--- src/rtl/resistor_capacitor_high_pass_filter.sv ---
// First-order RC high-pass (DC blocker): y[n] = ALPHA*(y[n-1] + x[n] - x[n-1]), ALPHA in Q16, serial shift-add multiply.
// Build option: define RC_HPF_SATURATE_EN to clamp the result instead of wrapping it to 16 bits.
module resistor_capacitor_high_pass_filter #(
    parameter int SAMPLE_RATE  = 48000,
    parameter int R            = 47000,
    parameter int C_35_SHIFTED = 1615
) (
    input  logic               clk,
    input  logic               I_RSTn,
    input  logic               audio_clk_en,
    input  logic signed [15:0] in,
    output logic signed [15:0] out,
    output logic               out_valid,
    output logic               busy,
    output logic               overrun
);

    localparam int DATA_W = 16;
    localparam int COEF_W = 16;
    localparam int SUM_W  = DATA_W + 2;
    localparam int ACC_W  = 35;
    localparam int RES_W  = ACC_W - COEF_W;

    localparam longint DT_32      = (longint'(1) <<< 32) / longint'(SAMPLE_RATE);
    localparam longint RC_32      = (longint'(R) * longint'(C_35_SHIFTED)) >>> 3;
    localparam longint ALPHA_FULL = (RC_32 <<< 16) / (RC_32 + DT_32);
    localparam logic [COEF_W-1:0] ALPHA = (ALPHA_FULL > 65535) ? 16'hFFFF : 16'(ALPHA_FULL);

    localparam logic [1:0] IDLE = 2'd0;
    localparam logic [1:0] LOAD = 2'd1;
    localparam logic [1:0] MUL  = 2'd2;
    localparam logic [1:0] DONE = 2'd3;

    logic [1:0]               state;
    logic signed [DATA_W-1:0] x_cur;
    logic signed [DATA_W-1:0] x_prev;
    logic signed [SUM_W-1:0]  sum;
    logic signed [SUM_W-1:0]  sum_load;
    logic signed [ACC_W-1:0]  acc;
    logic signed [ACC_W-1:0]  addend;
    logic signed [RES_W-1:0]  res;
    logic [3:0]               cnt;

    function automatic logic signed [DATA_W-1:0] resolve(input logic signed [RES_W-1:0] r);
`ifdef RC_HPF_SATURATE_EN
        if (r > 19'sd32767)
            return 16'sh7FFF;
        else if (r < -19'sd32768)
            return 16'sh8000;
        else
            return 16'(r);
`else
        return 16'(r);
`endif
    endfunction

    // Three 16-bit terms cannot overflow 18 bits, so no guard is needed here.
    assign sum_load = {{2{out[15]}}, out} + {{2{x_cur[15]}}, x_cur} - {{2{x_prev[15]}}, x_prev};
    assign addend   = {{(ACC_W-SUM_W){sum[SUM_W-1]}}, sum} <<< cnt;
    assign res      = acc[ACC_W-1:COEF_W];

    // Sample and difference registers carry no reset; they are always written before use.
    always_ff @(posedge clk) begin
        if (state == IDLE && audio_clk_en)
            x_cur <= in;
        if (state == LOAD)
            sum <= sum_load;
    end

    always_ff @(posedge clk or negedge I_RSTn) begin
        if (!I_RSTn) begin
            state     <= IDLE;
            x_prev    <= '0;
            acc       <= '0;
            cnt       <= '0;
            out       <= '0;
            out_valid <= 1'b0;
            busy      <= 1'b0;
            overrun   <= 1'b0;
        end else begin
            out_valid <= 1'b0;
            overrun   <= 1'b0;
            if (audio_clk_en && state != IDLE)
                overrun <= 1'b1;
            case (state)
                IDLE: begin
                    if (audio_clk_en) begin
                        busy  <= 1'b1;
                        state <= LOAD;
                    end
                end
                LOAD: begin
                    x_prev <= x_cur;
                    acc    <= '0;
                    cnt    <= '0;
                    state  <= MUL;
                end
                // LSB-first over ALPHA: one partial product per clock.
                MUL: begin
                    if (ALPHA[cnt])
                        acc <= acc + addend;
                    cnt <= cnt + 4'd1;
                    if (cnt == 4'd15)
                        state <= DONE;
                end
                DONE: begin
                    out       <= resolve(res);
                    out_valid <= 1'b1;
                    busy      <= 1'b0;
                    state     <= IDLE;
                end
                default: state <= IDLE;
            endcase
        end
    end

endmodule

--- config.mk ---
export PLATFORM = sky130hd
export DESIGN_NAME = resistor_capacitor_high_pass_filter
export DESIGN_NICKNAME = d
export VERILOG_FILES = /design/src/rtl/resistor_capacitor_high_pass_filter.sv
export SDC_FILE = /design/constraint.sdc
export NUM_CORES = 1
export LEC_CHECK = 0
export BUFFER_PORTS_ARGS = -buffer_cell sky130_fd_sc_hd__buf_4
export CORE_MARGIN = 4
export CORE_UTILIZATION = 55
export CTS_BUF_LIST = sky130_fd_sc_hd__clkbuf_2 sky130_fd_sc_hd__clkbuf_4 sky130_fd_sc_hd__clkbuf_8
export DETAILED_ROUTE_END_ITERATION = 10
export PLACE_DENSITY = 0.81
export SLEW_MARGIN = 20
export SYNTH_ARGS = -nofsm -noshare
export SYNTH_HDL_FRONTEND = slang
export SYNTH_SLANG_ARGS = --single-unit
export TNS_END_PERCENT = 1
--- constraint.sdc ---
create_clock -name clk -period 12 [get_ports clk]
set_clock_uncertainty 0.2 [all_clocks]
set_input_delay 0.6 -clock clk [delete_from_list [all_inputs] [get_ports clk]]
set_output_delay 0.6 -clock clk [all_outputs]
set_load 0.005 [all_outputs]
==> flow_summary_export.csv, run 1 <==
group,metric,value,unit
yosys,synth_top_flop_cell,"dfrtp_1",
cts,cts_tree,"yes",
yosys,ys_warn_count,0,
setup_path,end_kind,"flop",
cts,path_clk_slew,110,ps
place,port_buffers,37,
cts,cts_buffer_depth,2,
cells_and_area,final_nets,937,
grt,overflow,0,
setup_path,crit_fanout,27,
timing,setup_tns,0,ps
grt,grt_max_degree,74,
cts,cts_buffers,9,
cells_and_area,fillers,1153,
yosys,synthCells,824,
setup_path,rrSetupSlack,7300,ps
floorplan,ios,38,
timing,tightest_slew,1010,ps
cells_and_area,drive_above_1_share,0.128,
yosys,ys_ff_latch,107,
setup_path,crit_type,"flop to flop",
cells_and_area,n_antenna_cell,0,
floorplan,fp.dieH,127,µm
setup_path,worstRegToRegCells,14,
setup_path,worst-endpoint-required,12090,ps
timing,clock.fmax,0.213,GHz
yosys,synth_seq_area_share,0.368,
cts,root_buffer,"clkbuf_8",
detailed_routing,drt_wl_total,17.2,mm
cells_and_area,final_common_cell,"nand2_1",
cells_and_area,fin_util,0.603,
timing,fin_crit_sh,0.392,
timing,rsz0062_at_grt,"false",
detailed_routing,vias,6040,
setup_path,start_kind,"flop",
min_path,hp-class,"input port to async pin",
cts,post-cts-setup-buffers,0,
place,routabilityCongestion,0.952,
cells_and_area,areaGrowthSynthToFinish,7.69,%
detailed_routing,post_drt_wl_per_cell,16.7,µm
grt,antenna_found_initial,0,
flow_run,maxCapViolations,0,
setup_path,r2r_end,"acc[25]$_DFFE_PN0P_",
setup_path,critPathArrivalTime,4790,ps
cts,cts.hold.buffers_added,0,
timing,worst_hold_slack,13.7,ps
cts,clkLatencyLatePin,390,ps
timing,timing_hold_violations_final,0,
grt,first_global_vias,6004,
timing,setup_viol,0,
yosys,ys_types,79,
detailed_routing,drc,0,
yosys,synth_edf_count,34,
timing,period_needed,4700,ps
place,hpwlAfterDp,12.8,mm
cts,htreeDepth,3,
setup_path,startpoint,"cnt[1]$_DFFE_PN0P_",
cts,clock-sinks,107,
cts,cts_resized,0,
timing,slew_headroom,0.324,
detailed_routing,drtPass1Iterations,5,
cells_and_area,mostFrequentLayoutCells,"91 x nand2_1, 87 x inv_1, 73 x dfrtp_1, 65 x o21ai_0, 57 x a21oi_1",
yosys,avgSynthCellArea,9.40,µm²
floorplan,coreArea,0.0138,mm²
setup_path,timing.rr.start,"cnt[1]$_DFFE_PN0P_",
detailed_routing,drtIter0Drc,417,
yosys,postSynthNetCount,916,
floorplan,start_util,0.560,
floorplan,die_area,0.0161,mm²
floorplan,num_rows,43,
yosys,synth-async-reset-ratio,0.682,
grt,grt_pass1_wl,28.8,mm
detailed_routing,via_per_inst,5.86,
yosys,synthesis.area,0.00775,mm²
run_status,status,"finished, final reports clean",
detailed_routing,ant_nets,0,
timing,maxSlewViolCount,0,
grt,track_usage,0.220,
floorplan,die_width,127,µm
setup_path,cp-endpoint,"acc[25]$_DFFE_PN0P_",
[stage by stage]
step | instance area (µm²) | worst slack (ps) | instances
2_1_floorplan | 7750 | 8170 | 824
3_3_place_gp | 8140 | 7380 | 1014
3_5_place_dp | 8140 | 7400 | 1014
4_1_cts | 8340 | 7380 | 1030
5_1_grt | 8340 | 7040 | 1030
6_report | 8340 | 7300 | 1030
[cell usage after synthesis, drive strengths merged, types with 4 or more instances]
cell type,number,share of area
nand4,4,0.0032
a21boi,4,0.0039
nand2,92,0.045
o21ai,70,0.046
inv,88,0.043
fa,17,0.044
o22ai,7,0.0057
o21bai,4,0.0039
o31a,4,0.0069
nor3,10,0.0071
a31oi,8,0.0065
nand3,22,0.014
o31ai,5,0.0084
clkbuf,26,0.014
o21a,9,0.0087
mux4,5,0.015
xor2,13,0.015
xnor2,22,0.025
or3,6,0.0048
dfrtp,73,0.24
nand2b,5,0.0040
edfxtp,34,0.13
nor3b,6,0.0058
mux2i,21,0.027
nor2,47,0.023
a21oi,59,0.039
a211oi,6,0.0058
a22o,7,0.0079
a21o,14,0.014
mux2,22,0.032
ha,56,0.090
nor2b,8,0.0074
o211ai,6,0.0058
buf,6,0.0055
[kinds of logic (layout without fill, tap and decap cells)]
kind of cell	count (synthesis)	after routing	synth area share
buffers and inverters	121	147	0.0633
DFF	107	107	0.368
AOI/OAI and AO/OA	226	226	0.194
adders and majority gates	73	73	0.134
xor gates and xnor gates	35	35	0.0396
and+or+nand+nor	214	214	0.128
muxes	48	48	0.0736
[worst min-delay path by stage]
stage | startpoint | end | slack [ps] | cells past startpoint
floorplan | I_RSTn | acc[0]$_DFFE_PN0P_ | 100 | 0
global placement | acc[2]$_DFFE_PN0P_ | acc[2]$_DFFE_PN0P_ | 260 | 2
detailed placement | acc[2]$_DFFE_PN0P_ | acc[2]$_DFFE_PN0P_ | 270 | 2
CTS | in[15] | x_cur[15]$_DFFE_PP_ | 160 | 1
global route | I_RSTn | cnt[3]$_DFFE_PN0P_ | 90 | 1
finish | I_RSTn | acc[30]$_DFFE_PN0P_ | 10 | 1
[area by class of cell]
cell class	instances	area (µm²)	share of cell area
clock inverters	6	68.8	0.00825
well taps	180	225	0.0270
repair buffers	43	327	0.0391
multi-input cells	596	4410	0.529
clock buffers	10	131	0.0157
inverters	88	330	0.0396
flip-flops and latches	107	2850	0.341
[flip-flops by register name, summed over array words and instances, names as in the netlist]
signal	count
cnt	4
x_cur	16
x_prev	16
sum	18
overrun	1
out	16
out_valid	1
acc	32
state	2
busy	1
[routing by layer]
| layer | part of all wire | GRT usage | up-vias |
|---|---|---|---|
| li1 | - | - | 2947 |
| met1 | 0.44 | 0.287 | 2887 |
| met2 | 0.48 | 0.361 | 164 |
| met3 | 0.046 | 0.0387 | 42 |
| met4 | 0.036 | 0.100 | 0 |
| met5 | 0 | 0 | - |
[critical path: stages, from the launching register on]
cell,delay [ps]
dfrtp_1,990
mux2_2,430
o21ai_0,330
nor2_1,80
a31oi_1,310
mux2i_1,150
ha_1,350
a21o_1,200
nand3_1,80
a21oi_1,80
a2111oi_0,560
o211ai_1,220
a31oi_1,300
mux2i_1,210
nand3_1,90
Power of run 1 is not shown: default switching activity piles up to over one toggle a cycle in this logic, so the estimate is an artifact.
==> inputs of run 2 (changes only) <==
clock period = 4.9 ns   (was 12 ns; I/O delays follow)
==> run 2 against run 1 <==
Wire length up 0.12%. Flip-flop and latch count unchanged. Die area unchanged. Critical path type unchanged. Via count up 1.5%. First-iteration DRC count up 14%. Core utilization up 1.3 points. Critical endpoint is now acc[28]$_DFFE_PN0P_.
==> flow_summary_export.csv, run 2 (same netlist as run 1, synthesis figures left out) <==
group,metric,value,unit
run_status,status,"finished, final reports clean",
place,routabilityCongestion,0.945,
cts,cts_buffers,9,
min_path,hp-class,"flop to flop",
setup_path,critPathBufInv,1,
detailed_routing,ant_nets,0,
setup_path,timing.rr.start,"cnt[0]$_DFFE_PN0P_",
cts,post-cts-setup-buffers,0,
min_path,holdPathStages,2,
floorplan,die_width,127,µm
setup_path,crit_type,"flop to flop",
grt,overflow,0,
floorplan,fp.dieH,127,µm
cells_and_area,areaGrowthSynthToFinish,10.0,%
timing,tightest_slew,962,ps
setup_path,rrSetupSlack,560,ps
detailed_routing,vias,6129,
setup_path,end_kind,"flop",
floorplan,start_util,0.560,
setup_path,cp_cell_sequence,"inv_1 > a211oi_1 > a21oi_1 > mux2i_1 > o22ai_1 > ha_1 > nand3_1 > a21oi_1 > nor4_2 > o31a_4 > o31ai_1 > a21oi_1 > xnor2_1 > o21ai_0",
place,hpwlAfterDp,12.8,mm
grt,track_usage,0.223,
place,place_ws,677,ps
timing,setup_tns,0,ps
timing,maxSlewViolCount,0,
detailed_routing,drtIter0Drc,477,
grt,grt_pass1_wl,29.1,mm
floorplan,ios,38,
grt,antenna_found_initial,0,
setup_path,crit_slowest_cell,"dfrtp_1",
detailed_routing,drt_wl_total,17.2,mm
cells_and_area,final_common_cell,"nand2_1",
cells_and_area,reg_top3,"acc x32, sum x18",
timing,period_needed,4340,ps
flow_run,maxCapViolations,0,
timing,rsz0062_at_grt,"false",
cts,clkLatencyLatePin,380,ps
cts,cts_buffer_depth,2,
cells_and_area,largest_reg_flops,32,
cts,cts.hold.buffers_added,18,
setup_path,worst-endpoint-required,4940,ps
setup_path,critPathArrivalTime,4380,ps
cells_and_area,multiInputGateArea,0.00441,mm²
cts,cts_tree,"yes",
setup_path,crit_family,"compound AO/OA/AOI/OAI gates",
grt,first_global_vias,5926,
place,port_buffers,37,
timing,setup_viol,0,
detailed_routing,via_per_inst,5.83,
timing,slew_headroom,0.359,
min_path,hold_end,"acc[2]$_DFFE_PN0P_",
detailed_routing,drtPass1Iterations,6,
setup_path,worstRegToRegCells,14,
cells_and_area,fin_cells,1051,
timing,worst_slack,564,ps
cells_and_area,drive_above_1_share,0.127,
cts,cts_resized,0,
detailed_routing,post_drt_wl_per_cell,16.4,µm
place,place_area,0.00816,mm²
floorplan,num_rows,43,
cells_and_area,final_nets,958,
cells_and_area,fin_area,0.00853,mm²
cells_and_area,mostFrequentLayoutCells,"91 x nand2_1, 87 x inv_1, 73 x dfrtp_1, 65 x o21ai_0, 57 x a21oi_1",
floorplan,coreArea,0.0138,mm²
floorplan,die_area,0.0161,mm²
cells_and_area,seq_area,0.00285,mm²
cts,root_buffer,"clkbuf_8",
setup_path,start_kind,"flop",
timing,timing_hold_violations_final,0,
cells_and_area,max_flop_register,"acc",
grt,grt_max_degree,74,
setup_path,cpPeakStageDelay,760,ps
setup_path,r2r_end,"acc[28]$_DFFE_PN0P_",
setup_path,crit_fanout,16,
cts,path_clk_slew,110,ps
cts,clock-sinks,107,
cts,htreeDepth,3,
detailed_routing,drc,0,
cells_and_area,n_antenna_cell,0,
setup_path,cp_common_cell,"a21oi_1",
place,placed_cells,1017,
min_path,holdCritStartpoint,"acc[2]$_DFFE_PN0P_",
timing,fin_crit_sh,0.885,
timing,clock.fmax,0.231,GHz
cells_and_area,fillers,1117,
-- run 2: how the worst max path moves through the flow --
| stage | from | to | slack [ps] | cells past startpoint |
|---|---|---|---|---|
| 4_1_cts | cnt[0]$_DFFE_PN0P_ | acc[28]$_DFFE_PN0P_ | 640 | 14 |
| 6_report | cnt[0]$_DFFE_PN0P_ | acc[28]$_DFFE_PN0P_ | 560 | 14 |
| 3_5_place_dp | cnt[0]$_DFFE_PN0P_ | acc[28]$_DFFE_PN0P_ | 680 | 14 |
| 5_1_grt | cnt[0]$_DFFE_PN0P_ | acc[24]$_DFFE_PN0P_ | 270 | 14 |
| 3_3_place_gp | cnt[0]$_DFFE_PN0P_ | acc[24]$_DFFE_PN0P_ | 700 | 14 |
| 2_1_floorplan | cnt[1]$_DFFE_PN0P_ | acc[30]$_DFFE_PN0P_ | 1070 | 14 |
-- run 2: tightest hold or removal path, cell delays in order, from the launching register on --
cell and delay, ps:
dfrtp_1 360, nand2_1 50, o41ai_1 60
-- run 2: routing by layer --
metal / wire, µm / track usage / up-vias
met1: 7880 / 0.309 / 2961
met2: 8240 / 0.368 / 150
met3: 717 / 0.0324 / 32
met5: 0 / 0 / -
li1: - / - / 2986
met4: 367 / 0.0618 / 0
-- run 2: layout make-up --
cell class | count | share of cell area
sequential | 107 | 0.334
timing repair buffer | 64 | 0.0616
inverter | 88 | 0.0387
multi-input combinational | 596 | 0.518
tap | 180 | 0.0264
clock buffer | 10 | 0.0161
clock inverter | 6 | 0.00543
-- run 2: stage by stage --
stage               utilization  hold WS [ps]
detailed placement        0.590           225
floorplan                     -          -251
global placement          0.590           223
global route              0.617           334
finish                    0.617           299
CTS                       0.617           302
Power of run 2 is left out for the same reason.
